`src/rtl/ospfb_phase_sequencer.sv`:
```
// Frame/phase sequencer for the oversampled PFB datapath.
// Registers the sample stream unchanged and tags every beat with its position
// inside the current decimation window, the frame count and the circular-shift
// offset (k*D mod M) needed to phase-correct the FFT input. M and D may be
// changed at run time; a new pair is held pending and only takes effect at a
// frame boundary, so frames are never truncated.
module ospfb_phase_sequencer #(
    parameter int WIDTH        = 16,
    parameter int SAMP_PER_CLK = 2,
    parameter int MAX_FFT_LEN  = 4096,
    parameter int DEF_FFT_LEN  = 2048,
    parameter int DEF_DEC_FAC  = 1536,
    parameter int FCNT_W       = 16,
    localparam int LEN_W       = $clog2(MAX_FFT_LEN) + 1
) (
    input  logic                            clk,
    input  logic                            rst_n,
    input  logic [LEN_W-1:0]                cfg_fft_len,
    input  logic [LEN_W-1:0]                cfg_dec_fac,
    input  logic                            cfg_valid,
    output logic                            cfg_ready,
    output logic                            cfg_err,
    input  logic [WIDTH*SAMP_PER_CLK-1:0]   s_data,
    input  logic                            s_valid,
    output logic                            s_ready,
    output logic [WIDTH*SAMP_PER_CLK-1:0]   m_data,
    output logic                            m_valid,
    input  logic                            m_ready,
    output logic [LEN_W-1:0]                m_beat_idx,
    output logic                            m_frame_start,
    output logic                            m_frame_last,
    output logic [LEN_W-2:0]                m_shift,
    output logic [FCNT_W-1:0]               m_frame_cnt
);

    localparam int DW      = WIDTH * SAMP_PER_CLK;
    localparam int SPC_LOG = $clog2(SAMP_PER_CLK);

    localparam logic [LEN_W-1:0] SPC_L   = LEN_W'(SAMP_PER_CLK);
    localparam logic [LEN_W-1:0] MIN_LEN = LEN_W'(2 * SAMP_PER_CLK);
    localparam logic [LEN_W-1:0] MAX_LEN = LEN_W'(MAX_FFT_LEN);
    localparam logic [LEN_W-1:0] DEF_LEN = LEN_W'(DEF_FFT_LEN);
    localparam logic [LEN_W-1:0] DEF_DEC = LEN_W'(DEF_DEC_FAC);
    localparam logic [LEN_W-1:0] ONE_L   = LEN_W'(1);

    // Active configuration, pending configuration and frame counters
    logic [LEN_W-1:0]  fft_len_q, fft_len_d;
    logic [LEN_W-1:0]  dec_fac_q, dec_fac_d;
    logic [LEN_W-1:0]  pend_len_q, pend_len_d;
    logic [LEN_W-1:0]  pend_dec_q, pend_dec_d;
    logic              pending_q, pending_d;
    logic              cfg_err_q, cfg_err_d;
    logic [LEN_W-1:0]  beat_cnt_q, beat_cnt_d;
    logic [LEN_W-2:0]  shift_q, shift_d;
    logic [FCNT_W-1:0] frame_cnt_q, frame_cnt_d;

    // Output register stage
    logic [DW-1:0]     m_data_q, m_data_d;
    logic              m_valid_q, m_valid_d;
    logic [LEN_W-1:0]  m_beat_idx_q, m_beat_idx_d;
    logic              m_frame_start_q, m_frame_start_d;
    logic              m_frame_last_q, m_frame_last_d;
    logic [LEN_W-2:0]  m_shift_q, m_shift_d;
    logic [FCNT_W-1:0] m_frame_cnt_q, m_frame_cnt_d;

    // Handshake, frame-position and config-legality terms
    logic              beat_acc;
    logic              cfg_acc;
    logic [LEN_W-1:0]  last_idx;
    logic              is_last;
    logic              boundary;
    logic              apply;
    logic [LEN_W-1:0]  shift_sum;
    logic [LEN_W-1:0]  shift_wrap;
    logic              len_ok;
    logic              dec_ok;

    // Derive handshakes, the frame boundary and the next circular shift
    always_comb begin
        s_ready   = !m_valid_q || m_ready;
        beat_acc  = s_valid && s_ready;
        cfg_acc   = cfg_valid && !pending_q;
        last_idx  = (dec_fac_q >> SPC_LOG) - ONE_L;
        is_last   = (beat_cnt_q == last_idx);
        boundary  = (beat_acc && is_last) || (!beat_acc && (beat_cnt_q == '0));
        apply     = pending_q && boundary;
        // shift < M and D <= M, so one conditional subtract keeps it in 0..M-1
        shift_sum = {1'b0, shift_q} + dec_fac_q;
        if (shift_sum >= fft_len_q) begin
            shift_wrap = shift_sum - fft_len_q;
        end else begin
            shift_wrap = shift_sum;
        end
        len_ok = (cfg_fft_len != '0)
              && ((cfg_fft_len & (cfg_fft_len - ONE_L)) == '0)
              && (cfg_fft_len >= MIN_LEN)
              && (cfg_fft_len <= MAX_LEN);
        dec_ok = (cfg_dec_fac != '0)
              && ((cfg_dec_fac & (SPC_L - ONE_L)) == '0)
              && (cfg_dec_fac <= cfg_fft_len);
    end

    // Next-state for config capture, beat/shift/frame counters and config apply
    always_comb begin
        fft_len_d   = fft_len_q;
        dec_fac_d   = dec_fac_q;
        pend_len_d  = pend_len_q;
        pend_dec_d  = pend_dec_q;
        pending_d   = pending_q;
        cfg_err_d   = cfg_err_q;
        beat_cnt_d  = beat_cnt_q;
        shift_d     = shift_q;
        frame_cnt_d = frame_cnt_q;

        if (cfg_acc) begin
            if (len_ok && dec_ok) begin
                pend_len_d = cfg_fft_len;
                pend_dec_d = cfg_dec_fac;
                pending_d  = 1'b1;
                cfg_err_d  = 1'b0;
            end else begin
                cfg_err_d  = 1'b1;
            end
        end

        if (beat_acc) begin
            if (is_last) begin
                beat_cnt_d  = '0;
                shift_d     = shift_wrap[LEN_W-2:0];
                frame_cnt_d = frame_cnt_q + FCNT_W'(1);
            end else begin
                beat_cnt_d  = beat_cnt_q + ONE_L;
            end
        end

        // apply needs pending_q, cfg_acc needs !pending_q: they never collide
        if (apply) begin
            fft_len_d   = pend_len_q;
            dec_fac_d   = pend_dec_q;
            beat_cnt_d  = '0;
            shift_d     = '0;
            frame_cnt_d = '0;
            pending_d   = 1'b0;
        end
    end

    // Next-state for the output stage: load on accept, drop valid once drained
    always_comb begin
        m_data_d        = m_data_q;
        m_valid_d       = m_valid_q;
        m_beat_idx_d    = m_beat_idx_q;
        m_frame_start_d = m_frame_start_q;
        m_frame_last_d  = m_frame_last_q;
        m_shift_d       = m_shift_q;
        m_frame_cnt_d   = m_frame_cnt_q;

        if (beat_acc) begin
            m_data_d        = s_data;
            m_valid_d       = 1'b1;
            m_beat_idx_d    = beat_cnt_q;
            m_frame_start_d = (beat_cnt_q == '0);
            m_frame_last_d  = is_last;
            m_shift_d       = shift_q;
            m_frame_cnt_d   = frame_cnt_q;
        end else if (m_ready) begin
            m_valid_d       = 1'b0;
        end
    end

    // Control-state register with asynchronous active-low reset to defaults
    always_ff @(posedge clk or negedge rst_n) begin
        if (!rst_n) begin
            fft_len_q   <= DEF_LEN;
            dec_fac_q   <= DEF_DEC;
            pend_len_q  <= '0;
            pend_dec_q  <= '0;
            pending_q   <= 1'b0;
            cfg_err_q   <= 1'b0;
            beat_cnt_q  <= '0;
            shift_q     <= '0;
            frame_cnt_q <= '0;
        end else begin
            fft_len_q   <= fft_len_d;
            dec_fac_q   <= dec_fac_d;
            pend_len_q  <= pend_len_d;
            pend_dec_q  <= pend_dec_d;
            pending_q   <= pending_d;
            cfg_err_q   <= cfg_err_d;
            beat_cnt_q  <= beat_cnt_d;
            shift_q     <= shift_d;
            frame_cnt_q <= frame_cnt_d;
        end
    end

    // Output register with asynchronous active-low reset to all zeros
    always_ff @(posedge clk or negedge rst_n) begin
        if (!rst_n) begin
            m_data_q        <= '0;
            m_valid_q       <= 1'b0;
            m_beat_idx_q    <= '0;
            m_frame_start_q <= 1'b0;
            m_frame_last_q  <= 1'b0;
            m_shift_q       <= '0;
            m_frame_cnt_q   <= '0;
        end else begin
            m_data_q        <= m_data_d;
            m_valid_q       <= m_valid_d;
            m_beat_idx_q    <= m_beat_idx_d;
            m_frame_start_q <= m_frame_start_d;
            m_frame_last_q  <= m_frame_last_d;
            m_shift_q       <= m_shift_d;
            m_frame_cnt_q   <= m_frame_cnt_d;
        end
    end

    assign cfg_ready     = !pending_q;
    assign cfg_err       = cfg_err_q;
    assign m_data        = m_data_q;
    assign m_valid       = m_valid_q;
    assign m_beat_idx    = m_beat_idx_q;
    assign m_frame_start = m_frame_start_q;
    assign m_frame_last  = m_frame_last_q;
    assign m_shift       = m_shift_q;
    assign m_frame_cnt   = m_frame_cnt_q;

endmodule

```
`config.mk`:
```
export PLATFORM = sky130hd
export DESIGN_NAME = ospfb_phase_sequencer
export DESIGN_NICKNAME = d
export VERILOG_FILES = /design/src/rtl/ospfb_phase_sequencer.sv
export SDC_FILE = /design/constraint.sdc
export NUM_CORES = 1
export LEC_CHECK = 0
export ABC_AREA = 1
export ABC_CLOCK_PERIOD_IN_PS = 6700
export BUFFER_PORTS_ARGS = -buffer_cell sky130_fd_sc_hd__buf_2
export CORE_MARGIN = 8
export CORE_UTILIZATION = 25
export DETAILED_ROUTE_END_ITERATION = 6
export HOLD_SLACK_MARGIN = 0.12
export SYNTH_ARGS = -nofsm -noshare
export SYNTH_HDL_FRONTEND = slang
export SYNTH_SLANG_ARGS = --single-unit
```
`constraint.sdc`:
```
create_clock -name clk -period 6.7 [get_ports clk]
set_input_delay 0.67 -clock clk [delete_from_list [all_inputs] [get_ports clk]]
set_output_delay 0.67 -clock clk [all_outputs]
set_load 0.03 [all_outputs]
```
Word-level counts from Yosys, hierarchy flattened
Cells that the tools add are included.
Widths: inputs -> output; s select.
{ "word_totals": {"reg_bits": 171, "in_bits": 63, "out_inout_bits": 79, "wordCells": 73} }
{ "classes": {"add_sub_neg": 6, "n_lt_le_gt_ge": 4, "eq_ne": 1, "muxes": 16, "bitwise_logic": 1, "reduce_logical": 29} }
{ "ops": {"columns": ["operator", "n"], "rows": [
  ["$mux 12", 4],
  ["$mux 16", 3],
  ["$logic_not 13->1", 3],
  ["$mux 13", 3],
  ["$reduce_bool 13->1", 2],
  ["$add 16x1->16 const B", 1],
  ["$add 12x13->13", 1],
  ["$add 13x1->13 const B", 1],
  ["$and 13x13->13", 1],
  ["$eq 13x13->1", 1],
  ["$ge 13x13->1", 1],
  ["$ge 13x3->1 const B", 1],
  ["$le 13x13->1", 1],
  ["$le 13x13->1 const B", 1],
  ["$sub 12x1->13 const B", 1],
  ["$sub 13x1->13 const B", 1],
  ["$sub 12x12->12", 1],
  ["$logic_and 1x1->1", 11],
  ["$reduce_bool 2->1", 5],
  ["$mux 1", 6],
  ["$reduce_and 2->1", 3],
  ["$logic_not 1->1", 3],
  ["$logic_or 1x1->1", 2]
]} }

Longest topological paths before layout
Gate-level depths: netlist of run 1.
{ "logic_depth": {"word_depth": 10, "mapped_depth": 22, "mapped_depth_nobuf": 22} }

Least setup slack after synthesis of run 1
No wires, ideal clock.
{ "synth_path": {"kind": "register -> register", "start": "register dec_fac_q[0]", "end": "register shift_q[10]", "setup_time_ns": 0.117, "arrival_time_ns": 3.124, "required_time_ns": 6.583, "path_slack_ns": 3.459, "path_stages_with_launch": 20, "path_buffers": 1, "period_less_slack_ns": 3.241, "cell_sequence": "dfrtp_1 -> ha_1 -> fa_1 -> a21oi_1 -> o21ai_0 -> a21oi_1 -> o21ai_0 -> nand2_1 -> a21oi_1 -> o21bai_1 -> nand2_1 -> ha_1 -> nand2_1 -> nor4_1 -> nand2_1 -> nand3_1 -> buf_2 -> nand3_1 -> nand3_1 -> nand2_1"} }
{ "synth_via": {"elab_chain_cells": 6, "word_cells_on_any_way": 7, "classes_between": "add/sub (2); order compare (1); mux (4)"} }
{ "synth_rtl": {"columns": ["item", "line_no", "rtl"], "rows": [
  ["start: declaration", "48", "logic [LEN_W-1:0] dec_fac_q, dec_fac_d;"],
  ["start signal: assignment", "174", "dec_fac_q <= DEF_DEC;"],
  ["start signal: assignment", "184", "dec_fac_q <= dec_fac_d;"],
  ["$add 12x13->13 *", "88", "shift_sum = {1'b0, shift_q} + dec_fac_q;"],
  ["$sub 12x12->12 / $ge 13x13->1 (equally long branches)", "90, 89", null],
  ["$mux 12 *", "89", "if (shift_sum >= fft_len_q) begin"],
  ["$mux 12 *", "127", "if (is_last) begin"],
  ["$mux 12 *", "126", "if (beat_acc) begin"],
  ["$mux 12 *", "137", "if (apply) begin"],
  ["end signal: assignment", "190", "shift_q <= shift_d;"],
  ["end: declaration", "54", "logic [LEN_W-2:0] shift_q, shift_d;"]
]} }
Every way passes the cells marked *; elsewhere a longest branch is shown, timed or not. The select of a mux whose other input is x is not followed.
A chain may end at the register's enable or synchronous reset.

Worst setup path in the final report of run 1
{ "layout_path": {"start": "register dec_fac_q[0]", "end": "register shift_q[3]"} }
The elaborated chain is that of the path after synthesis.

==> impl_metrics.env, run 1 <==
export IMPL_outcome="completed"
export IMPL_floorplan_die_area_um2=44000
export IMPL_power_net_switching_w=0.00105
export IMPL_rr_startpoint="dec_fac_q[0]$_DFFE_PN0N_"
export IMPL_post_layout_nonfiller_instances=1831
export IMPL_synth_ff_latch_count=171
export IMPL_globalRouteOverflowTotal=0
export IMPL_grt_max_degree=97
export IMPL_achievable_frequency_mhz=243
export IMPL_postSynthAreaPerCell_um2=7.72
export IMPL_cts_resized=0
export IMPL_synth_top_area_share_pct=44.8
export IMPL_drt_first_iter_violations=555
export IMPL_tritoncts="built"
export IMPL_postCtsSetupBuffers=0
export IMPL_synth_cell_type_count=45
export IMPL_seqPwrFrac_pct=40.5
export IMPL_cts_buffer_depth=2
export IMPL_cp_arrival_ns=4.46
export IMPL_worstMarginPinSlew_ns=1.09
export IMPL_timing_critical_path_to_type="flop"
export IMPL_number_of_hold_buffers_added_after_cts=0
export IMPL_reg2regPathDepth=17
export IMPL_met3_usage_pct=2.79
export IMPL_avgViaCountPerCell=4.45
export IMPL_grt_first_pass_wirelength_um=42800
export IMPL_routed_wl_um=26000
export IMPL_timing_hold_violations_final=0
export IMPL_met1_use_gr_pct=15.8
export IMPL_max_cap_violations=0
export IMPL_dr_total_vias=8147
export IMPL_crit_slowest_cell="fa_1"
export IMPL_ff_latch_area_um2=4280
export IMPL_drive_gt1_share_pct=14.9
export IMPL_synthesis_to_finish_area_growth_pct=18.3
export IMPL_antenna_cells_inserted=0
export IMPL_multiInputGateArea_um2=4450
export IMPL_grt_setup_unrepaired="false"
export IMPL_drtAntennaViolNets=0
export IMPL_cts_root_buf="clkbuf_16"
export IMPL_power_internal_w=0.00184
export IMPL_gp_congestion=0.884
export IMPL_post_layout_total_power_w=0.00288
export IMPL_total_instance_count_after_detailed_placement=1799
export IMPL_initial_utilization_pct=25.2
export IMPL_fp_dieH_um=210
export IMPL_slew_headroom_pct=27.1
export IMPL_cts_buffers=17
export IMPL_worst_path_max_fanout=16
export IMPL_filler_cell_count=4048
export IMPL_period_share_pct=61.4
export IMPL_switching_share_pct=36.3
export IMPL_capturing_point_of_the_worst_reg2reg_path="shift_q[3]$_DFFE_PN0P_"
export IMPL_drv_slew=0
export IMPL_coreArea_um2=37300
export IMPL_max_stage_delay_ns=0.41
export IMPL_die_w_um=210
export IMPL_worst_path_cell_trace="ha_1 > fa_1 > a21oi_1 > o21ai_0 > a21oi_1 > o21ai_0 > xor2_1 > inv_1 > ha_1 > nand2_1 > nor4_1 > nand2_1 > nand3_1 > clkinv_1 > nand2_1 > nand3_1 > o21ai_0"
export IMPL_synthesis_nets=1323
export IMPL_worst_setup_hold_path_clk_slew_ns=0.08
export IMPL_clkSinkCount=171
export IMPL_syn_instance_count=1216
export IMPL_yosysWarnings=0
export IMPL_detailed_place_hpwl_um=19500
export IMPL_grt_pass1_vias=8142
export IMPL_timing_final_crit_period_ns=4.12
export IMPL_rows=71
export IMPL_critPathRequiredTime_ns=7.04
export IMPL_worstSetupPathType="flop to flop"
export IMPL_final_setup_skew_ns=0.0177
export IMPL_synthesis_area_um2=9390
export IMPL_ir_drop_v=0.000130
export IMPL_routed_wire_length_per_instance_um=14.2
export IMPL_antenna_violations_before_repair=0
export IMPL_gr_usage_met2_pct=19.2
export IMPL_hold_class="input port to async pin"
export IMPL_track_usage_pct=11.9
export IMPL_finalSetupViolCount=0
export IMPL_synthTopCellsByArea="dfrtp_1 45%, nand2_1 19%, ha_1 5.6%"
export IMPL_leakagePower_nw=6.08
export IMPL_finish_net_count=1451
export IMPL_portBuffers=141
export IMPL_setup_tns_ns=0
export IMPL_start_kind="flop"
export IMPL_top_level_ports=142
export IMPL_top_usage_layer="met2"
export IMPL_r2r_slack_ns=2.58
export IMPL_cts_htree_levels=4
export IMPL_post_route_worst_setup_slack_ns=2.58
export IMPL_clock_insertion_delay_worst_skew_ns=0.44
export IMPL_placement_setup_worst_slack_ns=2.62
export IMPL_power_density_nw_per_um2=260
export IMPL_comb_power_share_pct=26.1
export IMPL_synth_top_area_cell="dfrtp_1"
export IMPL_drt_pass1_iter_count=4
export IMPL_clock_power_share_pct=33.4
export IMPL_ys_seq_area_share_pct=45.6
export IMPL_count_of_unresolved_drc_violations_after_routing=0
==> worst max-delay path, delay by kind of cell, from the launching register on <==
| family | cells | cell delay (ns) |
|---|---|---|
| buf+inv | 2 | 0.48 |
| simple gates | 6 | 1.11 |
| flops | 1 | 0.39 |
| fa+ha+maj | 3 | 0.98 |
| compound gates | 5 | 0.87 |
| xor+xnor | 1 | 0.22 |
==> final cells by class <==
| class | instances | share of cell area, % |
|---|---|---|
| sequential | 171 | 38.5 |
| clock buffer | 17 | 3.83 |
| multi-input combinational | 883 | 40.0 |
| tap | 474 | 5.34 |
| inverter | 127 | 4.31 |
| clock inverter | 15 | 1.34 |
| timing repair buffer | 144 | 6.61 |
==> flip-flops by register name, summed over array words and instances, names as in the netlist <==
register       cells
cfg_err            1
m_shift           12
m_beat_idx        13
beat_cnt_q        13
m_frame_cnt       16
m_frame_last       1
m_valid            1
pend_len_q        13
dec_fac_q         13
fft_len_q         13
m_frame_start      1
m_data            32
shift_q           12
pending_q          1
frame_cnt_q       16
pend_dec_q        13
==> kinds of logic (layout without fill, tap and decap cells) <==
| logic type | count (synthesis) | after routing | share of synthesized area [%] |
|---|---|---|---|
| compound gates | 134 | 134 | 7.73 |
| fa+ha+maj | 44 | 44 | 6.02 |
| simple gates | 654 | 654 | 28.8 |
| xor+xnor | 51 | 51 | 4.76 |
| flops | 171 | 171 | 45.6 |
| buf+inv | 162 | 303 | 7.11 |
==> cells in the mapped netlist (all sizes together) <==
library cell and n:
a21o 2, a21oi 36, a22oi 1, a31oi 1, and2 1, and3 1
buf 17, clkbuf 18, clkinv 1, dfrtp 168, dfstp 3, fa 2
ha 42, inv 126, nand2 470, nand3 74, nand3b 4, nand4 14
nor2 63, nor3 17, nor4 7, o211ai 1, o21a 2, o21ai 82
o21bai 2, o22ai 6, o41ai 1, or2 3, xnor2 7, xor2 44
==> placed cells by master (no fill, tap or decap), types with 2 or more instances in the layout <==
master       n
inv_1      122
o21bai_1     2
or2_2        3
clkinv_8     2
clkbuf_16   17
nor2_1      55
o21ai_1      3
nand4_1     14
nand3b_1     4
nand2_2      2
xnor2_1      7
nor2_2       7
nand3_1     72
dfstp_2      3
ha_1        42
a21o_1       2
nand2_4      2
o21a_1       2
inv_8        3
xor2_1      44
nor4_1       7
o21ai_0     78
inv_6        6
clkinv_4     2
fa_1         2
buf_2      140
inv_2        3
a21oi_1     35
dfrtp_1    168
o22ai_1      6
nand2_1    466
nor3_1      17
buf_4        3
==> worst max path at each step <==
stage,cells past startpoint,startpoint,endpoint
6_report,17,dec_fac_q[0]$_DFFE_PN0N_,shift_q[3]$_DFFE_PN0P_
5_1_grt,19,dec_fac_q[2]$_DFFE_PN0N_,shift_q[3]$_DFFE_PN0P_
4_1_cts,17,dec_fac_q[0]$_DFFE_PN0N_,shift_q[3]$_DFFE_PN0P_
3_5_place_dp,19,dec_fac_q[0]$_DFFE_PN0N_,shift_q[3]$_DFFE_PN0P_
3_3_place_gp,19,dec_fac_q[0]$_DFFE_PN0N_,shift_q[6]$_DFFE_PN0P_
2_1_floorplan,19,dec_fac_q[0]$_DFFE_PN0N_,shift_q[10]$_DFFE_PN0P_
==> metrics by stage <==
step | util [%] | instance area, um^2 | hold WS (ns)
4_1_cts | 29.8 | 11100 | 0.349
6_report | 29.8 | 11100 | 0.290
3_3_place_gp | 28.2 | 10500 | 0.456
3_5_place_dp | 28.2 | 10500 | 0.459
5_1_grt | 29.8 | 11100 | 0.401
2_1_floorplan | - | 9390 | 0.374
==> power by group through the flow <==
stage               combinational [W]  sequential, W  clock, W
floorplan                    0.000448        0.00127         0
global placement             0.000756        0.00119         0
detailed placement           0.000761        0.00119         0
CTS                          0.000765        0.00117   0.00100
global route                 0.000850        0.00118   0.00104
finish                       0.000752        0.00117  0.000963
==> metal layers <==
metal,vias to the layer above,part of all wire [%]
met5,-,0
met4,0,1.5
met3,26,4.8
met2,171,46
met1,3803,48
li1,4147,-
No activity file was read; power rests on OpenSTA's default activity.
==> run 2, diff against run 1 <==
--- a/config.mk
+++ b/config.mk
@@ -6,7 +6,7 @@
 export NUM_CORES = 1
 export LEC_CHECK = 0
 export ABC_AREA = 1
-export ABC_CLOCK_PERIOD_IN_PS = 6700
+export ABC_CLOCK_PERIOD_IN_PS = 3810
 export BUFFER_PORTS_ARGS = -buffer_cell sky130_fd_sc_hd__buf_2
 export CORE_MARGIN = 8
 export CORE_UTILIZATION = 25
==> constraint.sdc (replaced) <==
create_clock -name clk -period 3.81 [get_ports clk]
set_input_delay 0.381 -clock clk [delete_from_list [all_inputs] [get_ports clk]]
set_output_delay 0.381 -clock clk [all_outputs]
set_load 0.03 [all_outputs]
==> impl_metrics.env, run 2 (synthesis results as in run 1) <==
export IMPL_die_w_um=210
export IMPL_floorplan_die_area_um2=44000
export IMPL_start_kind="flop"
export IMPL_ir_drop_v=0.000291
export IMPL_worst_setup_hold_path_clk_slew_ns=0.07
export IMPL_outcome="completed"
export IMPL_r2r_slack_ns=0.24
export IMPL_drtAntennaViolNets=0
export IMPL_track_usage_pct=12.1
export IMPL_max_stage_delay_ns=0.41
export IMPL_finalSetupViolCount=0
export IMPL_final_setup_skew_ns=0.0165
export IMPL_timing_critical_path_to_type="flop"
export IMPL_critPathRequiredTime_ns=4.16
export IMPL_cts_root_buf="clkbuf_16"
export IMPL_drt_first_iter_violations=479
export IMPL_achievable_frequency_mhz=280
export IMPL_postLayoutCellArea_um2=11400
export IMPL_dr_total_vias=8168
export IMPL_gp_congestion=0.879
export IMPL_leakagePower_nw=6.20
export IMPL_rr_startpoint="shift_q[0]$_DFFE_PN0P_"
export IMPL_worst_path_max_fanout=6
export IMPL_antenna_cells_inserted=0
export IMPL_worstMarginPinSlew_ns=1.03
export IMPL_path_delay_family="adder cells"
export IMPL_globalRouteOverflowTotal=0
export IMPL_count_of_unresolved_drc_violations_after_routing=0
export IMPL_timing_hold_violations_final=0
export IMPL_cp_arrival_ns=3.92
export IMPL_max_cap_violations=0
export IMPL_timing_final_crit_period_ns=3.57
export IMPL_crit_slowest_cell="dfrtp_1"
export IMPL_reg2regPathDepth=18
export IMPL_crit_buf_inv=3
export IMPL_drive_gt1_share_pct=15.8
export IMPL_top_level_ports=142
export IMPL_worst_path_cell_trace="ha_1 > fa_1 > a21oi_1 > o21ai_2 > a21oi_2 > o21ai_1 > xor2_1 > inv_1 > ha_1 > nand2_1 > nor4_1 > nand2_1 > nand3_1 > clkinv_1 > buf_4 > nand2_1 > nand3_1 > o21ai_0"
export IMPL_routed_wire_length_per_instance_um=14.3
export IMPL_initial_utilization_pct=25.2
export IMPL_cts_buffer_depth=2
export IMPL_tritoncts="built"
export IMPL_clkSinkCount=171
export IMPL_total_instance_count_after_detailed_placement=1809
export IMPL_detailed_place_hpwl_um=19800
export IMPL_drv_slew=0
export IMPL_cts_htree_levels=4
export IMPL_clock_insertion_delay_worst_skew_ns=0.44
export IMPL_grt_pass1_vias=8137
export IMPL_layout_cells_most_common_list="466 x nand2_1, 168 x dfrtp_1, 140 x buf_2"
export IMPL_avgViaCountPerCell=4.41
export IMPL_slew_headroom_pct=31.3
export IMPL_grt_first_pass_wirelength_um=43300
export IMPL_antenna_violations_before_repair=0
export IMPL_period_share_pct=93.7
export IMPL_grt_setup_unrepaired="false"
export IMPL_synthesis_to_finish_area_growth_pct=21.0
export IMPL_post_layout_total_power_w=0.00529
export IMPL_hold_class="input port to async pin"
export IMPL_grt_max_degree=102
export IMPL_post_layout_nonfiller_instances=1851
export IMPL_finish_net_count=1471
export IMPL_largest_register_ff_count=32
export IMPL_coreArea_um2=37300
export IMPL_mostFrequentLayoutCell="nand2_1"
export IMPL_portBuffers=141
export IMPL_power_density_nw_per_um2=466
export IMPL_cts_buffers=17
export IMPL_placement_cell_area_um2=10600
export IMPL_routed_wl_um=26400
export IMPL_rows=71
export IMPL_setup_tns_ns=0
export IMPL_cpMostUsedCell="nand2_1"
export IMPL_fp_dieH_um=210
export IMPL_capturing_point_of_the_worst_reg2reg_path="shift_q[3]$_DFFE_PN0P_"
export IMPL_drt_pass1_iter_count=7
export IMPL_worstSetupPathType="flop to flop"
-- run 2: cell count changes in the layout (fill, tap and decap cells not counted), sizes merged --
cell / before / now
clkinv: 6 / 5
bufinv: 0 / 1
buf: 144 / 155
inv: 135 / 136
dlygate4sd3: 0 / 9
clkinvlp: 1 / 0
-- run 2: final cells by class --
class / count / area (um^2)
fillers: 3994 / 25900
multi-input cells: 883 / 4480
flip-flops and latches: 171 / 4280
repair buffers: 164 / 920
well taps: 474 / 593
inverters: 127 / 479
clock buffers: 17 / 425
clock inverters: 15 / 190
-- run 2: worst register-to-register path: cells and delay by family, from the launching register on --
family	cells	cell delay (ns)
compound gates	5	0.66
xor+xnor	1	0.24
fa+ha+maj	3	1.00
buf+inv	3	0.35
flops	1	0.41
simple gates	6	0.83
-- run 2: how the worst max path moves through the flow --
| stage | slack (ns) | to | cells past startpoint | from |
|---|---|---|---|---|
| global route | 0.005 | shift_q[2]$_DFFE_PN0P_ | 19 | shift_q[0]$_DFFE_PN0P_ |
| CTS | 0.08 | shift_q[7]$_DFFE_PN0P_ | 17 | shift_q[0]$_DFFE_PN0P_ |
| floorplan | 0.57 | shift_q[10]$_DFFE_PN0P_ | 19 | dec_fac_q[0]$_DFFE_PN0N_ |
| detailed placement | 0.12 | shift_q[7]$_DFFE_PN0P_ | 17 | shift_q[0]$_DFFE_PN0P_ |
| finish | 0.24 | shift_q[3]$_DFFE_PN0P_ | 18 | shift_q[0]$_DFFE_PN0P_ |
| global placement | 0.20 | shift_q[2]$_DFFE_PN0P_ | 17 | dec_fac_q[0]$_DFFE_PN0N_ |
-- run 2: timing repair --
item | CTS | global route
setup buffers | 0 | 1
hold endpoints to repair | 8 | 1
endpoints found under the setup margin | 0 | 12
gates resized for setup | 0 | 7
hold buffers | 8 | 1
-- run 2: per-stage QoR --
| step | hold slack (ns) | worst slack [ns] | util (%) |
|---|---|---|---|
| 2_1_floorplan | 0.0854 | 0.569 | - |
| 3_3_place_gp | 0.457 | 0.197 | 28.5 |
| 3_5_place_dp | 0.451 | 0.118 | 28.5 |
| 4_1_cts | 0.121 | 0.0837 | 30.3 |
| 5_1_grt | 0.128 | 0.00546 | 30.5 |
| 6_report | 0.0497 | 0.240 | 30.5 |
-- run 2: power breakdown --
part           total [W]  switching [W]  internal [W]
Clock            0.00181       0.000861      0.000953
Combinational    0.00141       0.000934      0.000480
Sequential       0.00206       0.000118       0.00195
-- run 2: layer usage --
layer	GRT usage, %	vias up	share of wire, %
li1	-	4169	-
met1	16.3	3802	48
met2	19.5	171	45
met3	2.83	26	5.0
met4	2.99	0	1.3
met5	0	-	0
==> run 3, diff against run 2 <==
--- a/config.mk
+++ b/config.mk
@@ -7,10 +7,10 @@
 export LEC_CHECK = 0
 export ABC_AREA = 1
 export ABC_CLOCK_PERIOD_IN_PS = 3810
-export BUFFER_PORTS_ARGS = -buffer_cell sky130_fd_sc_hd__buf_2
 export CORE_MARGIN = 8
 export CORE_UTILIZATION = 25
 export DETAILED_ROUTE_END_ITERATION = 6
+export DONT_BUFFER_PORTS = 1
 export HOLD_SLACK_MARGIN = 0.12
 export SYNTH_ARGS = -nofsm -noshare
 export SYNTH_HDL_FRONTEND = slang
==> constraint.sdc (replaced) <==
create_clock -name clk -period 3.81 [get_ports clk]
set_input_delay 0.381 -clock clk [delete_from_list [all_inputs] [get_ports clk]]
set_output_delay 0.381 -clock clk [all_outputs]
set_load 0.1 [all_outputs]
==> impl_metrics.env, run 3 (synthesis results as in run 1) <==
export IMPL_grt_pass1_vias=7723
export IMPL_cpMostUsedCell="a21oi_1"
export IMPL_setup_tns_ns=0
export IMPL_drt_first_iter_violations=514
export IMPL_hold_ws_ns=-0.319
export IMPL_timing_hold_violations_final=171
export IMPL_mostFrequentLayoutCell="nand2_1"
export IMPL_routed_wl_um=25900
export IMPL_start_kind="flop"
export IMPL_worstSetupPathType="flop to flop"
export IMPL_floorplan_die_area_um2=44000
export IMPL_finalSetupViolCount=0
export IMPL_top_level_ports=142
export IMPL_post_layout_total_power_w=0.00557
export IMPL_reg2regPathDepth=18
export IMPL_cts_buffers=17
export IMPL_leakagePower_nw=5.64
export IMPL_portBuffers=0
export IMPL_drt_pass1_iter_count=5
export IMPL_hold_class="input port to async pin"
export IMPL_r2r_slack_ns=0.24
export IMPL_power_density_nw_per_um2=512
export IMPL_globalRouteOverflowTotal=0
export IMPL_period_share_pct=93.7
export IMPL_largest_register_ff_count=32
export IMPL_critPathRequiredTime_ns=4.12
export IMPL_clkSinkCount=171
export IMPL_drv_slew=0
export IMPL_track_usage_pct=11.7
export IMPL_slew_headroom_pct=34.5
export IMPL_postLayoutCellArea_um2=10900
export IMPL_layout_cells_most_common_list="466 x nand2_1, 168 x dfrtp_1, 122 x inv_1"
export IMPL_cts_root_buf="clkbuf_16"
export IMPL_count_of_unresolved_drc_violations_after_routing=0
export IMPL_clock_insertion_delay_worst_skew_ns=0.43
export IMPL_tritoncts="built"
export IMPL_setup_worst_path_start="shift_q[0]$_DFFE_PN0P_"
export IMPL_failed_checks="negative hold slack"
export IMPL_crit_end="shift_q[7]$_DFFE_PN0P_"
export IMPL_finish_utilization_pct=29.1
export IMPL_cp_arrival_ns=3.88
export IMPL_max_cap_violations=0
export IMPL_antenna_violations_before_repair=0
export IMPL_postCtsSetupBuffers=0
export IMPL_gp_congestion=0.857
export IMPL_outcome="complete, but fails checks"
export IMPL_final_setup_skew_ns=0.0208
export IMPL_finish_net_count=1352
export IMPL_capturing_point_of_the_worst_reg2reg_path="shift_q[7]$_DFFE_PN0P_"
export IMPL_initial_utilization_pct=25.2
export IMPL_cts_htree_levels=4
export IMPL_timing_final_crit_period_ns=3.57
export IMPL_achievable_frequency_mhz=280
export IMPL_filler_cell_count=3922
export IMPL_avgViaCountPerCell=4.55
export IMPL_placement_cell_area_um2=9860
export IMPL_drtAntennaViolNets=0
export IMPL_cts_buffer_depth=2
export IMPL_antenna_cells_inserted=0
export IMPL_fp_dieH_um=210
export IMPL_worst_path_cell_trace="ha_1 > fa_1 > a21oi_1 > o21ai_1 > nand2_1 > nand2_1 > a21oi_1 > xor2_1 > inv_1 > ha_1 > a21oi_1 > o21ai_0 > a21oi_1 > nand3_2 > buf_6 > or2_2 > nand3_1 > nand2_1"
export IMPL_worst_path_max_fanout=15
export IMPL_detailed_place_hpwl_um=18800
export IMPL_rr_startpoint="shift_q[0]$_DFFE_PN0P_"
export IMPL_rows=71
export IMPL_routed_wire_length_per_instance_um=15.0
export IMPL_dr_total_vias=7889
export IMPL_worst_setup_hold_path_clk_slew_ns=0.07
export IMPL_synthesis_to_finish_area_growth_pct=15.8
export IMPL_timing_critical_path_to_type="flop"
export IMPL_ir_drop_v=0.000282
export IMPL_grt_first_pass_wirelength_um=41900
export IMPL_worstMarginPinSlew_ns=0.983
export IMPL_number_of_hold_buffers_added_after_cts=37
export IMPL_crit_slowest_cell="fa_1"
export IMPL_grt_max_degree=172
export IMPL_die_w_um=210
export IMPL_coreArea_um2=37300
export IMPL_max_stage_delay_ns=0.41
export IMPL_drive_gt1_share_pct=5.72
## run 3: final cells by class
type | count | area, um^2 | area share, %
multi-input combinational | 883 | 4470 | 41.1
tap | 474 | 593 | 5.45
inverter | 127 | 483 | 4.44
clock buffer | 18 | 439 | 4.04
timing repair buffer | 45 | 434 | 3.99
sequential | 171 | 4280 | 39.4
clock inverter | 14 | 170 | 1.56
## run 3: worst min-delay path by stage
stage                     slack [ns]  startpoint                         end
after floorplan                 0.09       rst_n   beat_cnt_q[0]$_DFFE_PN0P_
after global placement          0.11       rst_n  pend_len_q[10]$_DFFE_PN0P_
after detailed placement        0.11       rst_n   pend_len_q[9]$_DFFE_PN0P_
after CTS                      -0.36       rst_n    dec_fac_q[6]$_DFFE_PN0N_
after global routing           -0.35       rst_n    fft_len_q[7]$_DFFE_PN0N_
final                          -0.32       rst_n   pend_len_q[9]$_DFFE_PN0P_
## run 3: critical path, delay by kind of cell (launching register included)
family                   cells  cell delay [ns]
adder cells (fa/ha/maj)      3             0.98
AO/OA/AOI/OAI                6             0.91
XOR/XNOR                     1             0.24
buffers and inverters        2             0.27
AND/OR/NAND/NOR              6             0.67
flip-flops                   1             0.40
## run 3: timing repair
item | in CTS | in global routing
endpoints found under the setup margin | 0 | 12
hold endpoints to repair | 208 | 171
resized for setup | 0 | 9
## run 3: layer usage
| metal | vias to the layer above | track usage [%] | share of wire (%) |
|---|---|---|---|
| met5 | - | 0 | 0 |
| met4 | 0 | 2.77 | 0.90 |
| met3 | 16 | 3.49 | 7.1 |
| met2 | 192 | 19.1 | 46 |
| met1 | 3751 | 15.2 | 46 |
| li1 | 3930 | - | - |
## run 3: per-stage QoR
stage	worst slack (ns)	cells	hold WS, ns
floorplan	0.569	1216	0.0854
global placement	0.241	1663	0.112
detailed placement	0.196	1663	0.109
CTS	0.179	1732	-0.357
global route	-0.0135	1732	-0.348
finish	0.238	1732	-0.319
## run 3: power breakdown
part,internal (W),switching [W],leakage [nW]
clock,0.000958,0.000852,0.288
sequential,0.00193,0.000744,2.28
combinational,0.000391,0.000690,3.07
total,0.00328,0.00229,5.64
